==> src/rtl/tap_controller_if.sv <==
// rtl/tap_controller_if.sv - TMS input and decoded TAP strobes between the controller and its user
// With TAP_STATE_OUT_EN defined, the 4-bit State signal is carried as well.
interface tap_controller_if;
  logic       TMS;
  logic       TapReset;
  logic       CaptureDR;
  logic       ShiftDR;
  logic       UpdateDR;
  logic       ClockDR;
  logic       CaptureIR;
  logic       ShiftIR;
  logic       UpdateIR;
  logic       ClockIR;
  logic       Select;
  logic       Enable;
`ifdef TAP_STATE_OUT_EN
  logic [3:0] State;
`endif

  modport master (
`ifdef TAP_STATE_OUT_EN
    input  State,
`endif
    output TMS,
    input  TapReset, CaptureDR, ShiftDR, UpdateDR, ClockDR,
    input  CaptureIR, ShiftIR, UpdateIR, ClockIR, Select, Enable
  );

  modport slave (
`ifdef TAP_STATE_OUT_EN
    output State,
`endif
    input  TMS,
    output TapReset, CaptureDR, ShiftDR, UpdateDR, ClockDR,
    output CaptureIR, ShiftIR, UpdateIR, ClockIR, Select, Enable
  );
endinterface

==> src/rtl/tap_controller.sv <==
// rtl/tap_controller.sv - IEEE 1149.1 TAP state machine with Moore-decoded scan strobes
// Optional State output is enabled by defining TAP_STATE_OUT_EN.
module tap_controller (
  input  logic              TCK,
  input  logic              Reset,
  tap_controller_if.slave   tap
);

  typedef enum logic [3:0] {
    EXIT2_DR   = 4'h0,
    EXIT1_DR   = 4'h1,
    SHIFT_DR   = 4'h2,
    PAUSE_DR   = 4'h3,
    SELECT_IR  = 4'h4,
    UPDATE_DR  = 4'h5,
    CAPTURE_DR = 4'h6,
    SELECT_DR  = 4'h7,
    EXIT2_IR   = 4'h8,
    EXIT1_IR   = 4'h9,
    SHIFT_IR   = 4'hA,
    PAUSE_IR   = 4'hB,
    RUN_IDLE   = 4'hC,
    UPDATE_IR  = 4'hD,
    CAPTURE_IR = 4'hE,
    TEST_RESET = 4'hF
  } state_e;

  state_e state_q, state_d;

  always_comb begin
    state_d = state_q;
    case (state_q)
      TEST_RESET: state_d = tap.TMS ? TEST_RESET : RUN_IDLE;
      RUN_IDLE:   state_d = tap.TMS ? SELECT_DR  : RUN_IDLE;
      SELECT_DR:  state_d = tap.TMS ? SELECT_IR  : CAPTURE_DR;
      CAPTURE_DR: state_d = tap.TMS ? EXIT1_DR   : SHIFT_DR;
      SHIFT_DR:   state_d = tap.TMS ? EXIT1_DR   : SHIFT_DR;
      EXIT1_DR:   state_d = tap.TMS ? UPDATE_DR  : PAUSE_DR;
      PAUSE_DR:   state_d = tap.TMS ? EXIT2_DR   : PAUSE_DR;
      EXIT2_DR:   state_d = tap.TMS ? UPDATE_DR  : SHIFT_DR;
      UPDATE_DR:  state_d = tap.TMS ? SELECT_DR  : RUN_IDLE;
      SELECT_IR:  state_d = tap.TMS ? TEST_RESET : CAPTURE_IR;
      CAPTURE_IR: state_d = tap.TMS ? EXIT1_IR   : SHIFT_IR;
      SHIFT_IR:   state_d = tap.TMS ? EXIT1_IR   : SHIFT_IR;
      EXIT1_IR:   state_d = tap.TMS ? UPDATE_IR  : PAUSE_IR;
      PAUSE_IR:   state_d = tap.TMS ? EXIT2_IR   : PAUSE_IR;
      EXIT2_IR:   state_d = tap.TMS ? UPDATE_IR  : SHIFT_IR;
      UPDATE_IR:  state_d = tap.TMS ? SELECT_DR  : RUN_IDLE;
      default:    state_d = TEST_RESET;
    endcase
  end

  always_ff @(posedge TCK) begin
    if (Reset) begin
      state_q <= TEST_RESET;
    end else begin
      state_q <= state_d;
    end
  end

  // Every strobe is a decode of state_q alone, so it changes only on TCK edges.
  assign tap.TapReset  = (state_q == TEST_RESET);
  assign tap.CaptureDR = (state_q == CAPTURE_DR);
  assign tap.ShiftDR   = (state_q == SHIFT_DR);
  assign tap.UpdateDR  = (state_q == UPDATE_DR);
  assign tap.ClockDR   = (state_q == CAPTURE_DR) || (state_q == SHIFT_DR);
  assign tap.CaptureIR = (state_q == CAPTURE_IR);
  assign tap.ShiftIR   = (state_q == SHIFT_IR);
  assign tap.UpdateIR  = (state_q == UPDATE_IR);
  assign tap.ClockIR   = (state_q == CAPTURE_IR) || (state_q == SHIFT_IR);
  assign tap.Enable    = (state_q == SHIFT_DR) || (state_q == SHIFT_IR);
  assign tap.Select    = (state_q == SELECT_IR) || (state_q == CAPTURE_IR) ||
                         (state_q == SHIFT_IR)  || (state_q == EXIT1_IR)   ||
                         (state_q == PAUSE_IR)  || (state_q == EXIT2_IR)   ||
                         (state_q == UPDATE_IR);

`ifdef TAP_STATE_OUT_EN
  assign tap.State = state_q;
`endif

endmodule

==> src/flat_wrapper.sv <==
// flat-port wrapper written by rule: the top's interface ports become plain ports
module tap_controller_flat 
  (TCK, Reset, tap_TMS, tap_TapReset, tap_CaptureDR, tap_ShiftDR, tap_UpdateDR, tap_ClockDR, tap_CaptureIR, tap_ShiftIR, tap_UpdateIR, tap_ClockIR, tap_Select, tap_Enable);
  tap_controller_if tap_i ();
  input  logic TCK;
  input  logic Reset;
  input wire logic [$bits(tap_i.TMS)-1:0] tap_TMS;
  output wire logic [$bits(tap_i.TapReset)-1:0] tap_TapReset;
  output wire logic [$bits(tap_i.CaptureDR)-1:0] tap_CaptureDR;
  output wire logic [$bits(tap_i.ShiftDR)-1:0] tap_ShiftDR;
  output wire logic [$bits(tap_i.UpdateDR)-1:0] tap_UpdateDR;
  output wire logic [$bits(tap_i.ClockDR)-1:0] tap_ClockDR;
  output wire logic [$bits(tap_i.CaptureIR)-1:0] tap_CaptureIR;
  output wire logic [$bits(tap_i.ShiftIR)-1:0] tap_ShiftIR;
  output wire logic [$bits(tap_i.UpdateIR)-1:0] tap_UpdateIR;
  output wire logic [$bits(tap_i.ClockIR)-1:0] tap_ClockIR;
  output wire logic [$bits(tap_i.Select)-1:0] tap_Select;
  output wire logic [$bits(tap_i.Enable)-1:0] tap_Enable;
  assign tap_i.TMS = tap_TMS;
  assign tap_TapReset = tap_i.TapReset;
  assign tap_CaptureDR = tap_i.CaptureDR;
  assign tap_ShiftDR = tap_i.ShiftDR;
  assign tap_UpdateDR = tap_i.UpdateDR;
  assign tap_ClockDR = tap_i.ClockDR;
  assign tap_CaptureIR = tap_i.CaptureIR;
  assign tap_ShiftIR = tap_i.ShiftIR;
  assign tap_UpdateIR = tap_i.UpdateIR;
  assign tap_ClockIR = tap_i.ClockIR;
  assign tap_Select = tap_i.Select;
  assign tap_Enable = tap_i.Enable;
  tap_controller u_core (.TCK(TCK), .Reset(Reset), .tap(tap_i));
endmodule
==> config.mk <==
export PLATFORM = sky130hd
export DESIGN_NAME = tap_controller_flat
export DESIGN_NICKNAME = d
export VERILOG_FILES = /design/src/rtl/tap_controller_if.sv /design/src/rtl/tap_controller.sv /design/src/flat_wrapper.sv
export SDC_FILE = /design/constraint.sdc
export NUM_CORES = 1
export LEC_CHECK = 0
export BUFFER_PORTS_ARGS = -buffer_cell sky130_fd_sc_hd__buf_2
export CORE_AREA = 3 3 40 42
export CTS_CLUSTER_DIAMETER = 120
export DETAILED_ROUTE_END_ITERATION = 7
export DIE_AREA = 0 0 43 45
export PLACE_DENSITY = 0.45
export SYNTH_ARGS = -nofsm -noshare
export SYNTH_HDL_FRONTEND = slang
export SYNTH_SLANG_ARGS = --single-unit
==> constraint.sdc <==
create_clock -name TCK -period 1.4 [get_ports TCK]
set_input_delay 0.21 -clock TCK [delete_from_list [all_inputs] [get_ports TCK]]
set_output_delay 0.21 -clock TCK [all_outputs]
set_load 0.05 [all_outputs]
-- Word level (Yosys, flattened, before mapping)
Index checks and enable logic that the tools add are counted.
- flip-flop bits (word level): 4
- input port bits: 3
- output and inout bits: 11
- word-level logic and storage cells: 42
- equality and inequality tests: 15
- mux-type cells: 13
- reduce and logical (&&, ||, !) cells: 13
- operator list (operator ; number):
    4-bit case mux with 12 select lines ; 1
    4-bit == test, second input constant ; 8
    4-bit by 3-bit == test with 1-bit output, second input constant ; 4
    2-bit two-way mux ; 6
    3-bit two-way mux ; 4
    1-bit logical OR ; 9
    4-bit by 2-bit == test with 1-bit output, second input constant ; 2
    4-bit by 1-bit == test with 1-bit output, second input constant ; 1
    4-bit zero test ; 1
    4-bit two-way mux ; 1
    2-bit OR reduction ; 2
    3-bit OR reduction ; 1
    1-bit two-way mux ; 1

-- Logic depth before layout (Yosys ltp)
Gate-level depths: netlist (run 1).
- word-level depth: 7
- depth in mapped cells: 5

-- Least setup slack after synthesis (run 1)
No wires, ideal clock.
- path kind: register -> output
- start: register u_core.state_q[0]
- end: output tap_ShiftDR
- arrival: 1.674 ns
- setup slack: -0.484 ns
- stages on the path, launching flop included: 4
- path buffers: 1
- path through: dfxtp_1 nand2b_1 buf_6 nor3_1
- longest elaborated chain between the ends: 1
- ends and longest elaborated chain (element ; line ; source):
    start: declaration ; tap_controller.sv:28 ; state_e state_q, state_d;
    start signal: assignment ; tap_controller.sv:57 ; state_q <= state_d;
    4-bit by 2-bit == test with 1-bit output ; tap_controller.sv:64 ; assign tap.ShiftDR = (state_q == SHIFT_DR);
    end: declaration ; flat_wrapper.sv:10 ; output wire logic [$bits(tap_i.ShiftDR)-1:0] tap_ShiftDR;
Every way passes these cells.

-- Final worst setup path (run 1)
- start: register u_core.state_q[1]
- end: output tap_Select
- longest elaborated chain between the ends: 7
- elaborated cells on any way between the ends: 13
- ends and longest elaborated chain (element ; line ; source):
    4-bit by 3-bit == test with 1-bit output / 4-bit == test (equally long branches) ; tap_controller.sv:72 ; assign tap.Select = (state_q == SELECT_IR) || (state_q == CAPTURE_IR) ||
    1-bit logical OR (2 in a row) ; tap_controller.sv:72 ;
    1-bit logical OR (2 in a row) ; tap_controller.sv:73 ; (state_q == SHIFT_IR) || (state_q == EXIT1_IR) ||
    1-bit logical OR ; tap_controller.sv:74 ; (state_q == PAUSE_IR) || (state_q == EXIT2_IR) ||
    1-bit logical OR * ; tap_controller.sv:74 ;
    end: declaration ; flat_wrapper.sv:17 ; output wire logic [$bits(tap_i.Select)-1:0] tap_Select;
Every way passes the cells marked *; elsewhere a longest branch is shown, timed or not.

==> flow_results.xml, run 1 <==
<?xml version="1.0" encoding="UTF-8"?>
<metrics>
  <group name="placement">
    <metric name="dpl.hpwl" unit="um">691</metric>
    <metric name="port_buffers" unit="">13</metric>
    <metric name="globalplace.congestion" unit="">0.790</metric>
    <metric name="place_inst" unit="">81</metric>
    <metric name="dp_worst_setup_slack" unit="ns">0.0527</metric>
  </group>
  <group name="sta">
    <metric name="final.min_clock_period" unit="ns">1.45</metric>
    <metric name="total_setup_violations_reported_at_the_end_of_the_flow" unit="">3</metric>
    <metric name="final_min_period_over_clock_period" unit="%">104</metric>
    <metric name="setup_total_negative_slack" unit="ns">-0.103</metric>
    <metric name="unrepaired_setup_endpoints_after_global_routing" unit="">yes</metric>
    <metric name="timing_hold_violations_final" unit="">0</metric>
    <metric name="max_slew_margin" unit="%">90.0</metric>
    <metric name="tightest_slew" unit="ns">0.149</metric>
    <metric name="fin_skew" unit="ns">0.00230</metric>
    <metric name="setup_slack" unit="ns">-0.0530</metric>
    <metric name="achievable-frequency" unit="GHz">0.688</metric>
    <metric name="timing.final.max_slew_violations" unit="">0</metric>
  </group>
  <group name="global_routing">
    <metric name="grt.met3_usage" unit="%">2.39</metric>
    <metric name="globalRouteMet2Util" unit="%">17.4</metric>
    <metric name="first_global_vias" unit="">371</metric>
    <metric name="grt_busiest_layer" unit="">met2</metric>
    <metric name="global_route_wire_length_before_repair" unit="um">1580</metric>
    <metric name="grt.overflow.total" unit="">0</metric>
    <metric name="grt_max_degree" unit="">8</metric>
    <metric name="globalRouteTotalUtil" unit="%">11.0</metric>
    <metric name="number_of_antenna_violations_at_the_first_check_in_global_routing" unit="">0</metric>
    <metric name="groute.layer.met1.usage" unit="%">13.5</metric>
  </group>
  <group name="worst_setup_path">
    <metric name="reg2reg_setup_slack" unit="ns">0.10</metric>
    <metric name="setup.worst_path.end" unit="">tap_Select</metric>
    <metric name="timing.critical_path.to_type" unit="">primary output</metric>
    <metric name="cp.arrival" unit="ns">1.24</metric>
    <metric name="critPathKind" unit="">flip-flop to primary output</metric>
    <metric name="critPathRequiredTime" unit="ns">1.19</metric>
    <metric name="start_kind" unit="">flip-flop</metric>
    <metric name="timing.critical_path.fanout_max" unit="">6</metric>
    <metric name="regToRegStartpoint" unit="">u_core.state_q[1]$_SDFF_PP1_</metric>
    <metric name="reg2reg_depth" unit="">4</metric>
    <metric name="beginning_of_the_critical_path" unit="">u_core.state_q[1]$_SDFF_PP1_</metric>
    <metric name="endpoint_of_the_worst_slack_reg_to_reg_timing_path" unit="">u_core.state_q[1]$_SDFF_PP1_</metric>
  </group>
  <group name="logic_synthesis">
    <metric name="netlist_area" unit="sq um">310</metric>
    <metric name="number_of_synthesized_register_bits" unit="">4</metric>
    <metric name="synth-async-reset-ratio" unit="%">0</metric>
    <metric name="synth_top_cells_by_area" unit="">dfxtp_1 (26%), nor2_1 (11%), nand2b_1 (8.1%)</metric>
    <metric name="synth_commonest_cells" unit="">nor2_1 (9), dfxtp_1 (4), nand2_1 (4), nand2b_1 (4), a21oi_1 (3)</metric>
    <metric name="synth_top_flop_cell" unit="">dfxtp_1</metric>
    <metric name="yosys.area.top_type" unit="">dfxtp_1</metric>
    <metric name="synth-edff-count" unit="">0</metric>
    <metric name="share_of_the_synthesized_area_in_the_top_cell_type" unit="%">25.8</metric>
    <metric name="yosys_warnings" unit="">0</metric>
    <metric name="synth.lib_cells_used.distinct" unit="">21</metric>
    <metric name="yosys.cell_count.top_type" unit="">nor2_1</metric>
    <metric name="syn_area_per_cell" unit="sq um">7.05</metric>
    <metric name="synth_sequential_area_ratio" unit="%">25.8</metric>
    <metric name="mappedNetlistNets" unit="">47</metric>
    <metric name="synthCells" unit="">44</metric>
  </group>
  <group name="power_and_ir_drop">
    <metric name="cellLeakagePower" unit="uW">0.000293</metric>
    <metric name="pd_cells" unit="mW/mm^2">1140</metric>
    <metric name="vdd.ir_drop.worst" unit="mV">0.560</metric>
  </group>
  <group name="final_layout">
    <metric name="layout-drive-gt1-share" unit="%">71.0</metric>
    <metric name="layoutNonFillerInstCount" unit="">84</metric>
    <metric name="layout_top_registers" unit="">u_core.state_q (4)</metric>
    <metric name="antenna-diode-count" unit="">0</metric>
    <metric name="synthToLayoutAreaGrowth" unit="%">101</metric>
    <metric name="max_flop_register" unit="">u_core.state_q</metric>
    <metric name="final_stage_net_count" unit="">74</metric>
    <metric name="largest_register_ff_count" unit="">4</metric>
    <metric name="number_of_filler_cells_placed_in_the_layout" unit="">133</metric>
  </group>
  <group name="die">
    <metric name="effective_utilization_at_floorplan" unit="%">24.1</metric>
    <metric name="num_rows" unit="">13</metric>
    <metric name="design.core.area" unit="sq mm">0.00128</metric>
    <metric name="pin_count" unit="">14</metric>
    <metric name="die_y" unit="um">45</metric>
    <metric name="die_w" unit="um">43</metric>
    <metric name="floorplan.die_area" unit="sq mm">0.00194</metric>
  </group>
  <group name="outcome">
    <metric name="status" unit="">finished with violations</metric>
    <metric name="violations_in_the_final_reports" unit="">setup timing</metric>
  </group>
  <group name="hold_path">
    <metric name="min-delay-path-class" unit="">input pin to flip-flop</metric>
  </group>
  <group name="clocking">
    <metric name="cts.clk_slew.worst_paths" unit="ns">0.04</metric>
    <metric name="tritoncts" unit="">done</metric>
    <metric name="tritoncts_buffer_count" unit="">3</metric>
    <metric name="htree_levels" unit="">1</metric>
    <metric name="cts_root_buffer" unit="">clkbuf_4</metric>
    <metric name="clockBufferDepth" unit="">2</metric>
    <metric name="clock_latency" unit="ns">0.23</metric>
    <metric name="clock_sinks" unit="">4</metric>
  </group>
  <group name="drt">
    <metric name="drtIter0Drc" unit="">13</metric>
    <metric name="postRouteAntennaNets" unit="">0</metric>
    <metric name="route.final.wire_length" unit="um">893</metric>
    <metric name="drc_viols" unit="">0</metric>
    <metric name="wire_per_inst" unit="um">10.6</metric>
    <metric name="drt-pass1-iter-count" unit="">3</metric>
    <metric name="routed_via_density" unit="">4.57</metric>
    <metric name="route.vias.total" unit="">384</metric>
  </group>
  <group name="job">
    <metric name="timing.max_cap.violations" unit="">0</metric>
  </group>
</metrics>
-- power breakdown --
group / switching (uW) / internal (uW) / leakage (uW)
Clock: 43.6 / 95.7 / 0.0000138
Combinational: 233 / 183 / 0.000247
Sequential: 21.9 / 132 / 0.0000325
Total: 299 / 411 / 0.000293
-- metal layers --
metal / wire length (um) / vias up
li1: - / 200
met1: 396 / 180
met2: 477 / 4
met3: 19 / 0
met4: 0 / 0
met5: 0 / -
-- worst max-delay path: stages, from the launching register on --
cell and delay [ns]:
dfxtp_2 0.35, or2b_1 0.24, a21oi_1 0.12, o21bai_4 0.13, buf_6 0.16
-- how the worst min path moves through the flow --
stage	end	slack [ns]	depth (start not counted)	startpoint
2_1_floorplan	u_core.state_q[0]$_SDFF_PP1_	0.30	1	Reset
3_3_place_gp	u_core.state_q[0]$_SDFF_PP1_	0.45	2	Reset
3_5_place_dp	u_core.state_q[0]$_SDFF_PP1_	0.44	2	Reset
4_1_cts	u_core.state_q[0]$_SDFF_PP1_	0.19	2	Reset
5_1_grt	u_core.state_q[0]$_SDFF_PP1_	0.21	2	Reset
6_report	u_core.state_q[0]$_SDFF_PP1_	0.21	2	Reset
-- cell usage in the layout, fill, tap and decap left out --
cell type and instances:
o21ai_0 2, nor2b_1 2, or3b_2 1, buf_4 13, or4_1 1, nand2_2 1, nor3_2 1, a21oi_2 1
o21bai_4 1, clkbuf_4 3, a21oi_1 3, dfxtp_2 3, nor2_2 8, nand3_1 1, buf_2 2, nand2b_4 2
mux2_4 1, nor3b_1 1, nor3_4 1, inv_1 1, nand2b_1 2, nand2_1 3, a211o_1 2, or2b_1 1
nor2_1 1, dfxtp_4 1, buf_6 10
-- cell type report --
cell class                 count  area (sq um)  share of cell area, %
clock buffer                   3          22.5                   3.61
inverter                       1          3.75                  0.601
tap                           15          18.8                   3.01
sequential                     4          87.6                   14.0
multi-input combinational     36           272                   43.5
timing repair buffer          25           220                   35.3
-- stage by stage --
stage	power (uW)	utilization [%]	hold slack, ns	area, sq um
after floorplan	388	-	0.304	340
after global placement	492	38.2	0.450	490
after detailed placement	489	38.2	0.443	490
after CTS	692	45.3	0.195	582
after global routing	757	48.6	0.215	624
final	709	48.6	0.208	624
-- cells by family after synthesis --
group | share of synthesized area [%]
and+or+nand+nor | 42.7
AOI/OAI and AO/OA | 19.0
DFF | 25.8
buffers and inverters | 8.87
muxes | 3.63
-- timing repair --
| action | 4_1_cts | 5_1_grt |
|---|---|---|
| hold buffers | 0 | 0 |
| gates resized for setup | 21 | 14 |
| pin swaps | 1 | 0 |
| setup endpoints to repair | 11 | 10 |
| setup buffers | 0 | 0 |
Power figures use the tool's default switching activity.
==> inputs of run 2 (changes only) <==
--- a/config.mk
+++ b/config.mk
@@ -5,12 +5,13 @@
 export SDC_FILE = /design/constraint.sdc
 export NUM_CORES = 1
 export LEC_CHECK = 0
+export ABC_AREA = 1
 export BUFFER_PORTS_ARGS = -buffer_cell sky130_fd_sc_hd__buf_2
 export CORE_AREA = 3 3 40 42
 export CTS_CLUSTER_DIAMETER = 120
 export DETAILED_ROUTE_END_ITERATION = 7
 export DIE_AREA = 0 0 43 45
-export PLACE_DENSITY = 0.45
+export PLACE_DENSITY = 0.5
 export SYNTH_ARGS = -nofsm -noshare
 export SYNTH_HDL_FRONTEND = slang
 export SYNTH_SLANG_ARGS = --single-unit
==> flow_results.xml, run 2 <==
<?xml version="1.0" encoding="UTF-8"?>
<metrics>
  <group name="final_layout">
    <metric name="layout.cells.most_common_list" unit="">nand2_1 (15), nor2_2 (12), buf_4 (12), nor2_1 (9), inv_1 (7)</metric>
    <metric name="largest_register_ff_count" unit="">4</metric>
    <metric name="antenna-diode-count" unit="">0</metric>
    <metric name="layout_top_registers" unit="">u_core.state_q (4)</metric>
    <metric name="layout-drive-gt1-share" unit="%">58.4</metric>
    <metric name="layoutNonFillerInstCount" unit="">104</metric>
    <metric name="max_flop_register" unit="">u_core.state_q</metric>
    <metric name="final_stage_net_count" unit="">94</metric>
    <metric name="mostFrequentLayoutCell" unit="">nand2_1</metric>
    <metric name="synthToLayoutAreaGrowth" unit="%">70.2</metric>
    <metric name="final_area" unit="sq um">616</metric>
  </group>
  <group name="clocking">
    <metric name="cts_root_buffer" unit="">clkbuf_4</metric>
    <metric name="clockBufferDepth" unit="">2</metric>
    <metric name="cts.clk_slew.worst_paths" unit="ns">0.04</metric>
    <metric name="clock_latency" unit="ns">0.24</metric>
    <metric name="tritoncts" unit="">done</metric>
    <metric name="tritoncts_buffer_count" unit="">3</metric>
    <metric name="cts-hold-fix-buffers" unit="">0</metric>
    <metric name="clock_sinks" unit="">4</metric>
    <metric name="htree_levels" unit="">1</metric>
  </group>
  <group name="logic_synthesis">
    <metric name="yosys.cell_count.top_type" unit="">nand2_1</metric>
    <metric name="synth-async-reset-ratio" unit="%">0</metric>
    <metric name="netlist_area" unit="sq um">362</metric>
    <metric name="synth_sequential_area_ratio" unit="%">22.1</metric>
    <metric name="yosys.area.top_type" unit="">dfxtp_1</metric>
    <metric name="syn_area_per_cell" unit="sq um">5.40</metric>
    <metric name="mappedNetlistNets" unit="">70</metric>
    <metric name="share_of_the_synthesized_area_in_the_top_cell_type" unit="%">22.1</metric>
    <metric name="synthCells" unit="">67</metric>
    <metric name="synth_top_flop_cell" unit="">dfxtp_1</metric>
    <metric name="synth-edff-count" unit="">0</metric>
    <metric name="yosys_warnings" unit="">0</metric>
    <metric name="number_of_synthesized_register_bits" unit="">4</metric>
    <metric name="synth.lib_cells_used.distinct" unit="">13</metric>
    <metric name="synth_commonest_cells" unit="">nand2_1 (18), nor2_1 (17), inv_1 (9)</metric>
    <metric name="synth_top_cells_by_area" unit="">dfxtp_1 (22%), nand2_1 (19%), nor2_1 (18%)</metric>
  </group>
  <group name="worst_setup_path">
    <metric name="critPathRequiredTime" unit="ns">1.19</metric>
    <metric name="cell_with_the_biggest_individual_delay_on_the_critical_path" unit="">dfxtp_4</metric>
    <metric name="slowest_delay" unit="ns">0.38</metric>
    <metric name="cell_by_cell_trace_of_the_critical_path" unit="">inv_4 -&gt; nand2_2 -&gt; nand2_2 -&gt; nor2_2 -&gt; o21ai_2 -&gt; buf_6</metric>
    <metric name="crit_path_frequent_cell" unit="">nand2_2</metric>
    <metric name="cp.arrival" unit="ns">1.15</metric>
    <metric name="timing.critical_path.fanout_max" unit="">5</metric>
    <metric name="critPathKind" unit="">flip-flop to primary output</metric>
    <metric name="start_kind" unit="">flip-flop</metric>
    <metric name="timing.critical_path.to_type" unit="">primary output</metric>
  </group>
  <group name="die">
    <metric name="effective_utilization_at_floorplan" unit="%">28.1</metric>
    <metric name="die_y" unit="um">45</metric>
    <metric name="design.core.area" unit="sq mm">0.00128</metric>
    <metric name="floorplan.die_area" unit="sq mm">0.00194</metric>
    <metric name="pin_count" unit="">14</metric>
    <metric name="num_rows" unit="">13</metric>
    <metric name="die_w" unit="um">43</metric>
  </group>
  <group name="sta">
    <metric name="fin_skew" unit="ns">0.00246</metric>
    <metric name="total_setup_violations_reported_at_the_end_of_the_flow" unit="">0</metric>
    <metric name="final.min_clock_period" unit="ns">1.36</metric>
    <metric name="max_slew_margin" unit="%">83.6</metric>
    <metric name="achievable-frequency" unit="GHz">0.734</metric>
    <metric name="timing_hold_violations_final" unit="">0</metric>
    <metric name="tightest_slew" unit="ns">0.248</metric>
    <metric name="final_min_period_over_clock_period" unit="%">97.3</metric>
    <metric name="timing.final.max_slew_violations" unit="">0</metric>
  </group>
  <group name="drt">
    <metric name="drt-pass1-iter-count" unit="">4</metric>
    <metric name="drc_viols" unit="">0</metric>
    <metric name="route.final.wire_length" unit="um">1030</metric>
    <metric name="postRouteAntennaNets" unit="">0</metric>
    <metric name="wire_per_inst" unit="um">9.88</metric>
    <metric name="routed_via_density" unit="">4.53</metric>
    <metric name="route.vias.total" unit="">471</metric>
    <metric name="drtIter0Drc" unit="">7</metric>
  </group>
  <group name="global_routing">
    <metric name="first_global_vias" unit="">428</metric>
    <metric name="grt_max_degree" unit="">9</metric>
    <metric name="globalRouteTotalUtil" unit="%">11.2</metric>
    <metric name="grt.overflow.total" unit="">0</metric>
    <metric name="global_route_wire_length_before_repair" unit="um">1620</metric>
    <metric name="number_of_antenna_violations_at_the_first_check_in_global_routing" unit="">0</metric>
  </group>
  <group name="placement">
    <metric name="dpl.hpwl" unit="um">758</metric>
    <metric name="place_inst" unit="">97</metric>
    <metric name="port_buffers" unit="">13</metric>
    <metric name="area_after_detailed_placement" unit="sq um">484</metric>
    <metric name="globalplace.congestion" unit="">0.787</metric>
  </group>
  <group name="hold_path">
    <metric name="min-delay-path-class" unit="">input pin to flip-flop</metric>
  </group>
  <group name="outcome">
    <metric name="status" unit="">finished, final reports clean</metric>
  </group>
  <group name="job">
    <metric name="timing.max_cap.violations" unit="">0</metric>
  </group>
</metrics>
## run 2: cell count changes after synthesis, sizes merged, moves of 2 or more
| cell | previous run | this run |
|---|---|---|
| a211o | 2 | 0 |
| a21oi | 4 | 0 |
| buf | 3 | 1 |
| inv | 1 | 11 |
| nand2 | 4 | 20 |
| nand2b | 4 | 0 |
| nand3 | 1 | 7 |
| nor2 | 9 | 21 |
| nor2b | 2 | 0 |
## run 2: cell type report
| class | instances | area [sq um] |
|---|---|---|
| clock buffer | 3 | 22.5 |
| fill | 136 | 669 |
| inverter | 11 | 46.3 |
| multi-input combinational | 51 | 282 |
| sequential | 4 | 92.6 |
| tap | 15 | 18.8 |
| timing repair buffer | 20 | 154 |
## run 2: timing repair
item,in CTS,in global routing
setup endpoints to repair,11,9
resized for setup,15,17
pin swaps,0,1
setup buffers,2,2
## run 2: final timing paths
check / from / end / slack [ns] / depth (start not counted)
worst max-delay path: u_core.state_q[2]$_SDFF_PP1_ / tap_Select / 0.04 / 6
worst max register to register: u_core.state_q[0]$_SDFF_PP1_ / u_core.state_q[1]$_SDFF_PP1_ / 0.36 / 6
worst min register to register: u_core.state_q[1]$_SDFF_PP1_ / u_core.state_q[0]$_SDFF_PP1_ / 0.59 / 3
worst min-delay path: tap_TMS / u_core.state_q[0]$_SDFF_PP1_ / 0.29 / 4
## run 2: cell families (layout without fill, tap and decap cells)
logic type             count (synthesis)  in the layout  synth area share (%)
buffers and inverters                 12             34                  12.8
and+or+nand+nor                       49             49                  59.2
DFF                                    4              4                  22.1
AOI/OAI and AO/OA                      2              2                  5.88
## run 2: metrics by stage
stage	hold slack [ns]	util (%)	setup TNS, ns	setup slack [ns]
after floorplan	0.382	-	-0.133	-0.0573
after global placement	0.541	37.7	0	0.00101
after detailed placement	0.534	37.7	0	0.0174
after CTS	0.296	43.3	0	0.00655
after global routing	0.319	47.9	-0.00297	-0.00297
final	0.294	47.9	0	0.0382
## run 2: critical path: cells and delay by family, from the launching register on
kind            cells  cell delay, ns
compound gates      1            0.07
buf+inv             2            0.21
flops               1            0.38
simple gates        3            0.26
## run 2: per-layer routing
metal | share of wire [%] | up-vias | track usage [%]
met5 | 0 | - | 0
met4 | 0.88 | 0 | 7.23
met3 | 6.6 | 2 | 2.79
met2 | 49 | 17 | 20.1
met1 | 43 | 206 | 11.8
li1 | - | 246 | -
Power of run 2 is not shown: default switching activity piles up to over one toggle a cycle in this logic, so the estimate is an artifact.
==> inputs of run 3 (changes only) <==
==> constraint.sdc (replaced) <==
create_clock -name TCK -period 1.6 [get_ports TCK]
set_input_delay 0.24 -clock TCK [delete_from_list [all_inputs] [get_ports TCK]]
set_output_delay 0.24 -clock TCK [all_outputs]
set_load 0.05 [all_outputs]
==> flow_results.xml, run 3 (synthesis results as in run 2) <==
<?xml version="1.0" encoding="UTF-8"?>
<metrics>
  <group name="outcome">
    <metric name="status" unit="">finished, final reports clean</metric>
  </group>
  <group name="clocking">
    <metric name="clockBufferDepth" unit="">2</metric>
    <metric name="cts.repair_timing.setup_buffer_count" unit="">0</metric>
    <metric name="cts.clk_slew.worst_paths" unit="ns">0.03</metric>
    <metric name="tritoncts" unit="">done</metric>
    <metric name="clock_sinks" unit="">4</metric>
    <metric name="cts-hold-fix-buffers" unit="">0</metric>
    <metric name="tritoncts_buffer_count" unit="">3</metric>
    <metric name="htree_levels" unit="">1</metric>
    <metric name="cts_root_buffer" unit="">clkbuf_4</metric>
    <metric name="clock_latency" unit="ns">0.23</metric>
  </group>
  <group name="global_routing">
    <metric name="grt.overflow.total" unit="">0</metric>
    <metric name="number_of_antenna_violations_at_the_first_check_in_global_routing" unit="">0</metric>
    <metric name="globalRouteTotalUtil" unit="%">11.4</metric>
    <metric name="global_route_wire_length_before_repair" unit="um">1620</metric>
    <metric name="grt_max_degree" unit="">9</metric>
    <metric name="first_global_vias" unit="">390</metric>
  </group>
  <group name="final_layout">
    <metric name="largest_register_ff_count" unit="">4</metric>
    <metric name="fin_util" unit="%">37.5</metric>
    <metric name="mostFrequentLayoutCell" unit="">nand2_1</metric>
    <metric name="layout.cells.most_common_list" unit="">nand2_1 (18), nor2_1 (17), buf_2 (10), inv_1 (9), nand3_1 (7)</metric>
    <metric name="final_stage_net_count" unit="">87</metric>
    <metric name="layout-drive-gt1-share" unit="%">35.4</metric>
    <metric name="synthToLayoutAreaGrowth" unit="%">33.2</metric>
    <metric name="number_of_filler_cells_placed_in_the_layout" unit="">164</metric>
    <metric name="max_flop_register" unit="">u_core.state_q</metric>
    <metric name="antenna-diode-count" unit="">0</metric>
    <metric name="layout_top_registers" unit="">u_core.state_q (4)</metric>
  </group>
  <group name="sta">
    <metric name="final_min_period_over_clock_period" unit="%">92.4</metric>
    <metric name="max_slew_margin" unit="%">83.5</metric>
    <metric name="achievable-frequency" unit="GHz">0.677</metric>
    <metric name="tightest_slew" unit="ns">0.250</metric>
    <metric name="setup_total_negative_slack" unit="ns">0</metric>
    <metric name="final.min_clock_period" unit="ns">1.48</metric>
    <metric name="fin_skew" unit="ns">0.00322</metric>
    <metric name="timing_hold_violations_final" unit="">0</metric>
    <metric name="total_setup_violations_reported_at_the_end_of_the_flow" unit="">0</metric>
    <metric name="timing.final.max_slew_violations" unit="">0</metric>
    <metric name="unrepaired_setup_endpoints_after_global_routing" unit="">no</metric>
  </group>
  <group name="die">
    <metric name="effective_utilization_at_floorplan" unit="%">28.1</metric>
    <metric name="floorplan.die_area" unit="sq mm">0.00194</metric>
    <metric name="pin_count" unit="">14</metric>
    <metric name="design.core.area" unit="sq mm">0.00128</metric>
    <metric name="die_y" unit="um">45</metric>
    <metric name="die_w" unit="um">43</metric>
    <metric name="num_rows" unit="">13</metric>
  </group>
  <group name="drt">
    <metric name="drtIter0Drc" unit="">6</metric>
    <metric name="met1Wirelength" unit="um">443</metric>
    <metric name="routed_via_density" unit="">4.31</metric>
    <metric name="drc_viols" unit="">0</metric>
    <metric name="met3RoutedLength" unit="um">84</metric>
    <metric name="top_layer_used" unit="">met3</metric>
    <metric name="route.vias.total" unit="">418</metric>
    <metric name="postRouteAntennaNets" unit="">0</metric>
    <metric name="drt-pass1-iter-count" unit="">4</metric>
    <metric name="wire_per_inst" unit="um">9.35</metric>
    <metric name="length_of_routed_met2_wiring" unit="um">379</metric>
    <metric name="route.final.wire_length" unit="um">907</metric>
  </group>
  <group name="job">
    <metric name="timing.max_cap.violations" unit="">0</metric>
  </group>
  <group name="worst_setup_path">
    <metric name="cp.arrival" unit="ns">1.24</metric>
    <metric name="reg2reg_setup_slack" unit="ns">0.66</metric>
    <metric name="critPathRequiredTime" unit="ns">1.36</metric>
    <metric name="start_kind" unit="">flip-flop</metric>
    <metric name="timing.critical_path.fanout_max" unit="">6</metric>
    <metric name="timing.critical_path.to_type" unit="">primary output</metric>
    <metric name="critPathKind" unit="">flip-flop to primary output</metric>
  </group>
  <group name="placement">
    <metric name="dpl.hpwl" unit="um">724</metric>
    <metric name="port_buffers" unit="">13</metric>
    <metric name="globalplace.congestion" unit="">0.808</metric>
  </group>
  <group name="hold_path">
    <metric name="min-delay-path-class" unit="">input pin to flip-flop</metric>
  </group>
</metrics>
[run 3: cell count changes in the layout (fill, tap and decap cells not counted), moves of 3 or more]
cell	delta
buf_6	-3
buf_2	+7
nor2_1	+8
nand2_1	+3
nor2_2	-8
buf_4	-11
[run 3: layout make-up]
type                    instances  area, sq um  area share (%)
inverters                      11         41.3            8.57
clock buffers                   3         22.5            4.68
well taps                      15         18.8            3.90
repair buffers                 13         72.6            15.1
multi-input cells              51          240            49.9
flip-flops and latches          4         86.3            17.9
[run 3: what timing repair did]
item	4_1_cts	5_1_grt
pin swaps	0	0
endpoints found under the setup margin	3	10
gates resized for setup	2	6
[run 3: per-layer routing]
layer	vias up	GRT usage, %
met1	166	15.2
met4	0	1.81
li1	231	-
met3	0	5.98
met2	21	16.8
met5	-	0
[run 3: path summary, 6_finish.rpt]
path                                      from                      endpoint  depth (start not counted)
setup / recovery  u_core.state_q[0]$_SDFF_PP1_                    tap_Select                          5
hold / removal                         tap_TMS  u_core.state_q[0]$_SDFF_PP1_                          4
setup reg to reg  u_core.state_q[0]$_SDFF_PP1_  u_core.state_q[2]$_SDFF_PP1_                          6
hold reg to reg   u_core.state_q[0]$_SDFF_PP1_  u_core.state_q[0]$_SDFF_PP1_                          3
[run 3: metrics by stage]
stage	setup slack, ns	std cells	cell area [sq um]	hold WS [ns]
after global placement	0.203	94	445	0.542
after CTS	0.0180	97	470	0.319
after global routing	0.00372	97	482	0.365
after detailed placement	0.208	94	445	0.515
after floorplan	0.00387	67	367	0.412
final	0.122	97	482	0.329
[run 3: critical path, stage by stage (launching register included)]
cell and delay [ns]:
dfxtp_1 0.37, inv_2 0.08, nor2_1 0.14, inv_1 0.09
o21ai_1 0.12, buf_4 0.21
Power of run 3 is left out for the same reason.
